[src/rtl/edm_pkg.sv]
// Shared EDM definitions: one-hot sequencer states seen by the breakdown
// detector, and default pulse timing constants.
package edm_pkg;

    localparam logic [7:0] S_WAIT_BREAKDOWN = 8'b00000001;
    localparam logic [7:0] S_DISCHARGE      = 8'b00000010;
    localparam logic [7:0] S_DEION          = 8'b00000100;
    localparam logic [7:0] S_SHORT          = 8'b00001000;
    localparam logic [7:0] S_IDLE           = 8'b00010000;

    localparam logic [15:0] DEF_WAIT_TIMEOUT         = 16'd5000;
    localparam logic [15:0] DEF_SHORT_THRESHOLD_VOL  = 16'd5;
    localparam logic [15:0] DEF_SHORT_THRESHOLD_TIME = 16'd20;
    localparam logic [15:0] DEF_SHORT_HOLD_TIME      = 16'd10000;

    // The MOSFET conducts only while waiting for breakdown or discharging.
    function automatic logic gate_state(input logic [7:0] st);
        return (st == S_WAIT_BREAKDOWN) || (st == S_DISCHARGE);
    endfunction

endpackage

[src/rtl/edm_sat_counter.sv]
// Up-counter with synchronous clear and enable that holds at all-ones
// instead of wrapping.
module edm_sat_counter #(
    parameter int WIDTH = 16
) (
    input  logic             clk,
    input  logic             rst_n,
    input  logic             clr,
    input  logic             en,
    output logic [WIDTH-1:0] count
);

    logic [WIDTH-1:0] count_reg;
    logic [WIDTH-1:0] count_next;

    always_comb begin
        count_next = count_reg;
        if (clr) begin
            count_next = '0;
        end else if (en && (count_reg != {WIDTH{1'b1}})) begin
            count_next = count_reg + 1'b1;
        end
    end

    always_ff @(posedge clk or negedge rst_n) begin
        if (!rst_n) begin
            count_reg <= '0;
        end else begin
            count_reg <= count_next;
        end
    end

    assign count = count_reg;

endmodule

[src/rtl/discharge_pulse_fsm.sv]
// Per-pulse EDM sequencer: wait for breakdown, timed Ton discharge, Toff
// deionisation, with open-gap timeout and short-circuit hold-off.
module discharge_pulse_fsm #(
    parameter logic [15:0] WAIT_TIMEOUT         = edm_pkg::DEF_WAIT_TIMEOUT,
    parameter logic [15:0] SHORT_THRESHOLD_VOL  = edm_pkg::DEF_SHORT_THRESHOLD_VOL,
    parameter logic [15:0] SHORT_THRESHOLD_TIME = edm_pkg::DEF_SHORT_THRESHOLD_TIME,
    parameter logic [15:0] SHORT_HOLD_TIME      = edm_pkg::DEF_SHORT_HOLD_TIME
) (
    input  logic               clk,
    input  logic               rst_n,
    input  logic               discharge_en,
    input  logic [15:0]        ton_cycles,
    input  logic [15:0]        toff_cycles,
    input  logic signed [15:0] sample_voltage,
    input  logic               is_breakdown,
    output logic [7:0]         current_state,
    output logic               gate_on,
    output logic               pulse_done,
    output logic               open_timeout,
    output logic               short_flag,
    output logic [15:0]        ignition_delay
);

    import edm_pkg::*;

    localparam int CNT_PHASE = 0;
    localparam int CNT_WAIT  = 1;
    localparam int CNT_SHORT = 2;
    localparam int NUM_CNT   = 3;

    logic [7:0]  state_reg, state_next;
    logic [15:0] ton_reg, ton_next;
    logic [15:0] toff_reg, toff_next;
    logic [15:0] ignition_delay_reg, ignition_delay_next;
    logic        pulse_done_reg, pulse_done_next;
    logic        open_timeout_reg, open_timeout_next;
    logic        short_flag_reg, short_flag_next;

    logic [NUM_CNT-1:0] cnt_clr;
    logic [15:0]        cnt_val [NUM_CNT];

    logic start_ok;
    logic shorted;

    assign start_ok = discharge_en && (ton_cycles != 16'd0) && (toff_cycles != 16'd0);
    assign shorted  = (sample_voltage <= $signed(SHORT_THRESHOLD_VOL));

    // Phase counter restarts on every state change, so it reads 0 on the
    // first cycle of DISCHARGE, DEION and SHORT.
    assign cnt_clr[CNT_PHASE] = (state_next != state_reg);
    assign cnt_clr[CNT_WAIT]  = (state_reg != S_WAIT_BREAKDOWN);
    assign cnt_clr[CNT_SHORT] = (state_reg != S_WAIT_BREAKDOWN) || !shorted;

    generate
        for (genvar gi = 0; gi < NUM_CNT; gi++) begin : g_cnt
            edm_sat_counter #(
                .WIDTH(16)
            ) u_cnt (
                .clk  (clk),
                .rst_n(rst_n),
                .clr  (cnt_clr[gi]),
                .en   (1'b1),
                .count(cnt_val[gi])
            );
        end
    endgenerate

    always_comb begin
        state_next          = state_reg;
        ton_next            = ton_reg;
        toff_next           = toff_reg;
        ignition_delay_next = ignition_delay_reg;
        pulse_done_next     = 1'b0;
        open_timeout_next   = 1'b0;
        short_flag_next     = short_flag_reg;

        case (state_reg)
            S_IDLE: begin
                if (!discharge_en) begin
                    short_flag_next = 1'b0;
                end
                if (start_ok) begin
                    ton_next   = ton_cycles;
                    toff_next  = toff_cycles;
                    state_next = S_WAIT_BREAKDOWN;
                end
            end
            S_WAIT_BREAKDOWN: begin
                if (!discharge_en) begin
                    state_next = S_DEION;
                end else if (is_breakdown) begin
                    ignition_delay_next = cnt_val[CNT_WAIT];
                    state_next          = S_DISCHARGE;
                end else if (shorted && (cnt_val[CNT_SHORT] == SHORT_THRESHOLD_TIME - 16'd1)) begin
                    short_flag_next = 1'b1;
                    state_next      = S_SHORT;
                end else if (cnt_val[CNT_WAIT] == WAIT_TIMEOUT - 16'd1) begin
                    open_timeout_next = 1'b1;
                    state_next        = S_DEION;
                end
            end
            S_DISCHARGE: begin
                if (!discharge_en) begin
                    state_next = S_DEION;
                end else if (cnt_val[CNT_PHASE] == ton_reg - 16'd1) begin
                    pulse_done_next = 1'b1;
                    state_next      = S_DEION;
                end
            end
            S_DEION: begin
                if (cnt_val[CNT_PHASE] == toff_reg - 16'd1) begin
                    if (start_ok) begin
                        ton_next   = ton_cycles;
                        toff_next  = toff_cycles;
                        state_next = S_WAIT_BREAKDOWN;
                    end else begin
                        state_next = S_IDLE;
                    end
                end
            end
            S_SHORT: begin
                if (cnt_val[CNT_PHASE] == SHORT_HOLD_TIME - 16'd1) begin
                    state_next = S_DEION;
                end
            end
            default: begin
                state_next = S_IDLE;
            end
        endcase
    end

    always_ff @(posedge clk or negedge rst_n) begin
        if (!rst_n) begin
            state_reg          <= S_IDLE;
            ton_reg            <= 16'd0;
            toff_reg           <= 16'd0;
            ignition_delay_reg <= 16'd0;
            pulse_done_reg     <= 1'b0;
            open_timeout_reg   <= 1'b0;
            short_flag_reg     <= 1'b0;
        end else begin
            state_reg          <= state_next;
            ton_reg            <= ton_next;
            toff_reg           <= toff_next;
            ignition_delay_reg <= ignition_delay_next;
            pulse_done_reg     <= pulse_done_next;
            open_timeout_reg   <= open_timeout_next;
            short_flag_reg     <= short_flag_next;
        end
    end

    assign current_state  = state_reg;
    assign gate_on        = gate_state(state_reg);
    assign pulse_done     = pulse_done_reg;
    assign open_timeout   = open_timeout_reg;
    assign short_flag     = short_flag_reg;
    assign ignition_delay = ignition_delay_reg;

endmodule

[config.mk]
export PLATFORM = sky130hd
export DESIGN_NAME = discharge_pulse_fsm
export DESIGN_NICKNAME = d
export VERILOG_FILES = /design/src/rtl/edm_pkg.sv /design/src/rtl/edm_sat_counter.sv /design/src/rtl/discharge_pulse_fsm.sv
export SDC_FILE = /design/constraint.sdc
export NUM_CORES = 1
export LEC_CHECK = 0
export BUFFER_PORTS_ARGS = -buffer_cell sky130_fd_sc_hd__buf_2
export CAP_MARGIN = 20
export CORE_ASPECT_RATIO = 0.6
export CORE_UTILIZATION = 33
export CTS_BUF_LIST = sky130_fd_sc_hd__clkbuf_4 sky130_fd_sc_hd__clkbuf_8 sky130_fd_sc_hd__clkbuf_16
export DETAILED_ROUTE_END_ITERATION = 10
export HOLD_SLACK_MARGIN = 0.03
export SLEW_MARGIN = 25
export SYNTH_ARGS = -nofsm -noshare
export SYNTH_HDL_FRONTEND = slang
export SYNTH_SLANG_ARGS = --single-unit
[constraint.sdc]
create_clock -name clk -period 3.4 [get_ports clk]
set_input_delay 0.34 -clock clk [delete_from_list [all_inputs] [get_ports clk]]
set_output_delay 0.34 -clock clk [all_outputs]
set_load 0.02 [all_outputs]
==> results.sh <==
export IMPL_outcome="finished clean"
export IMPL_cp_endpoint="toff_reg[5]$_DFFE_PN0P_"
export IMPL_rsz0062_at_grt="no"
export IMPL_synth_top_cell_by_area="dfrtp_1"
export IMPL_slowest_stage="or4_4"
export IMPL_root_buffer="clkbuf_16"
export IMPL_dr_pass1_iters=5
export IMPL_core_area_mm2=0.0184
export IMPL_async_flop_share=1.00
export IMPL_clock_latency_ns=0.35
export IMPL_fillers=1867
export IMPL_drive_gt1_frac=0.210
export IMPL_cp_num_buf_inv=1
export IMPL_fmax_ghz=0.317
export IMPL_hold_violations=0
export IMPL_cp_arrival_ns=3.39
export IMPL_synthTopCellsByArea="dfrtp_1 (42%), mux2_1 (5.8%), xnor2_1 (5.8%), nor3_1 (3.9%), xor2_1 (3.7%)"
export IMPL_min_period_ns=3.16
export IMPL_yosys_register_bits=107
export IMPL_cts_tree="done"
export IMPL_regArea_mm2=0.00268
export IMPL_critPathLaunchType="register"
export IMPL_path_common_cell="mux2_1"
export IMPL_stdcell_area_mm2=0.00744
export IMPL_dp_cells=971
export IMPL_ys_warn_count=0
export IMPL_grt_max_degree=61
export IMPL_overflow=0
export IMPL_r2r_setup_slack_ns=0.24
export IMPL_wire_per_inst_um=16.9
export IMPL_path_cells="or4_4 > nor3_2 > mux2_1 > o22ai_1 > or4b_1 > o21ai_1 > and2b_1 > buf_12 > mux2_1"
export IMPL_place_area_mm2=0.00710
export IMPL_leakagePower_nw=3.19
export IMPL_vdd_drop_max_mv=0.261
export IMPL_via_count=5310
export IMPL_required_ns=3.63
export IMPL_ctsHoldBuffers=0
export IMPL_worst_slew_pin_slew_ns=0.802
export IMPL_grt_pass1_vias=4802
export IMPL_syn_avg_cell_area_um2=9.53
export IMPL_ios=80
export IMPL_dieArea_mm2=0.0198
export IMPL_setup_viol=0
export IMPL_numCtsBuffers=9
export IMPL_synth_main_ff_cell="dfrtp_1"
export IMPL_ys_seq_area_frac=0.422
export IMPL_utilization=0.404
export IMPL_area_growth_synth_to_final_pct=17.1
export IMPL_hold_class="in2async"
export IMPL_syn_area_mm2=0.00635
export IMPL_gr_usage_all_layers=0.174
export IMPL_dp_hpwl_um=12600
export IMPL_die_x_um=181
export IMPL_drt_total_wl_um=16700
export IMPL_viasPerCell=5.37
export IMPL_grt_pass1_wl_um=27000
export IMPL_portBuffers=78
export IMPL_cp_max_fo=24
export IMPL_fin_cells=988
export IMPL_gp_congestion=0.899
export IMPL_start_util=0.344
export IMPL_multi_input_area_mm2=0.00342
export IMPL_cts_sinks=107
export IMPL_synth_top_area_frac=0.417
export IMPL_reg2reg_from="toff_reg[3]$_DFFE_PN0P_"
export IMPL_drt_first_iter_violations=371
export IMPL_antenna_found_initial=0
export IMPL_max_slew_margin=0.460
export IMPL_syn_inst=667
export IMPL_row_count=38
export IMPL_fin_setup_tns_ns=0
export IMPL_synth_edf_count=0
export IMPL_slew_violations=0
export IMPL_drc_errors=0
export IMPL_clk_pin_slew_ns=0.08
export IMPL_cpLargestDelayFamily="simple AND/OR/NAND/NOR gates"
export IMPL_startpoint="toff_reg[3]$_DFFE_PN0P_"
export IMPL_maxCapViolations=0
export IMPL_synth_distinct_cells=70
export IMPL_cp_depth=9
export IMPL_diodes=0
export IMPL_die_y_um=109
export IMPL_nNetsFinal=800
export IMPL_clockBufferDepth=2
export IMPL_cts_htree_levels=3
export IMPL_skew_ns=0.0110
export IMPL_regToRegEndpoint="toff_reg[5]$_DFFE_PN0P_"
export IMPL_power_density_mw_per_mm2=446
export IMPL_r2r_cells=9
export IMPL_finalCritPeriodShare=0.929
export IMPL_worstSetupEndpointType="register"
export IMPL_critical_path_max_stage_delay_ns=0.63
export IMPL_largest_register_ffs=48
export IMPL_path_class="reg2reg"
export IMPL_final_antenna_net_count=0
export IMPL_whs_ns=0.0518
where the power goes:
group          internal, W  switching, W  leakage [nW]
clock network     0.000534      0.000565         0.153
logic             0.000328      0.000361          1.62
registers          0.00137      0.000164          1.42
worst min path at each step:
stage	startpoint	end	slack, ns
after floorplan	rst_n	current_state[0]$_DFF_PN0_	0.04
after global placement	rst_n	g_cnt[2].u_cnt.count[15]$_DFFE_PN0P_	0.48
after detailed placement	rst_n	g_cnt[2].u_cnt.count[15]$_DFFE_PN0P_	0.47
after CTS	rst_n	g_cnt[2].u_cnt.count[2]$_DFFE_PN0P_	0.09
after global routing	rst_n	g_cnt[2].u_cnt.count[1]$_DFFE_PN0P_	0.13
final	rst_n	g_cnt[2].u_cnt.count[15]$_DFFE_PN0P_	0.05
placed cells by master (no fill, tap or decap), drive strengths merged, types with 3 or more instances in the layout:
cell | Yosys | layout
or3 | 14 | 14
mux2i | 6 | 6
o2111ai | 4 | 4
inv | 20 | 24
nor4b | 7 | 7
or2 | 5 | 5
nor4 | 24 | 24
nand4 | 18 | 18
o21ai | 24 | 24
xnor2 | 42 | 42
mux2 | 49 | 49
nor3b | 7 | 7
nand2 | 33 | 33
nand3 | 24 | 24
ha | 5 | 5
a21oi | 19 | 19
clkbuf | 34 | 9
dfrtp | 106 | 106
and4 | 3 | 3
conb | 1 | 3
nor2 | 55 | 55
a31oi | 7 | 7
nor3 | 52 | 52
a21o | 4 | 4
or4 | 4 | 4
or4b | 3 | 3
nor2b | 8 | 8
nand2b | 7 | 7
clkinv | 0 | 3
buf | 9 | 106
xor2 | 27 | 27
and3 | 11 | 11
layout make-up:
type,count,area share
Clock inverter,7,0.0119
Inverter,20,0.0101
Clock buffer,9,0.0303
Sequential cell,107,0.360
Multi-Input combinational cell,499,0.460
Timing Repair Buffer,106,0.0877
Tap cell,240,0.0403
cell families after synthesis:
group / share of synthesized area
flip-flops: 0.422
AO/OA/AOI/OAI: 0.0882
multiplexers: 0.0963
other: 0.000590
AND/OR/NAND/NOR: 0.244
XOR/XNOR: 0.0951
adder cells (fa/ha/maj): 0.00984
buffers and inverters: 0.0445
layer usage:
metal / vias to the layer above / part of all wire / GRT usage
li1: 2563 / - / -
met1: 2578 / 0.55 / 0.287
met2: 159 / 0.37 / 0.218
met3: 10 / 0.080 / 0.0431
met4: 0 / 0.0059 / 0.0291
met5: - / 0 / 0
cells in the mapped netlist (3+ instances only):
cell,count
a21o_1,4
a21oi_1,18
a31oi_1,7
and3_1,11
and4_1,3
buf_2,4
clkbuf_1,34
dfrtp_1,106
ha_1,5
inv_1,20
mux2_1,33
mux2_2,16
mux2i_1,6
nand2_1,32
nand2b_1,7
nand3_1,24
nand4_1,18
nor2_1,55
nor2b_1,8
nor3_1,50
nor3b_1,7
nor4_1,22
nor4b_1,6
o2111ai_1,4
o21ai_0,21
o21ai_1,3
or2_2,4
or3_1,14
or4_1,3
xnor2_1,42
xor2_1,27
timing repair:
action | CTS | global route
endpoints found under the setup margin | 0 | 33
setup buffers | 0 | 1
gates resized for setup | 0 | 3
per-stage QoR:
step	worst slack [ns]	total power, W
after floorplan	0.353	0.00196
after global placement	0.133	0.00220
after detailed placement	0.0712	0.00222
after CTS	0.0696	0.00333
after global routing	0.0573	0.00351
final	0.241	0.00332
worst reg2reg max path, delay by kind of cell, from the launching register on:
kind	cells	cell delay [ns]
compound gates	2	0.26
mux	2	0.51
buf+inv	1	0.20
flops	1	0.50
simple gates	4	1.58
(Power assumes the default switching activity.)
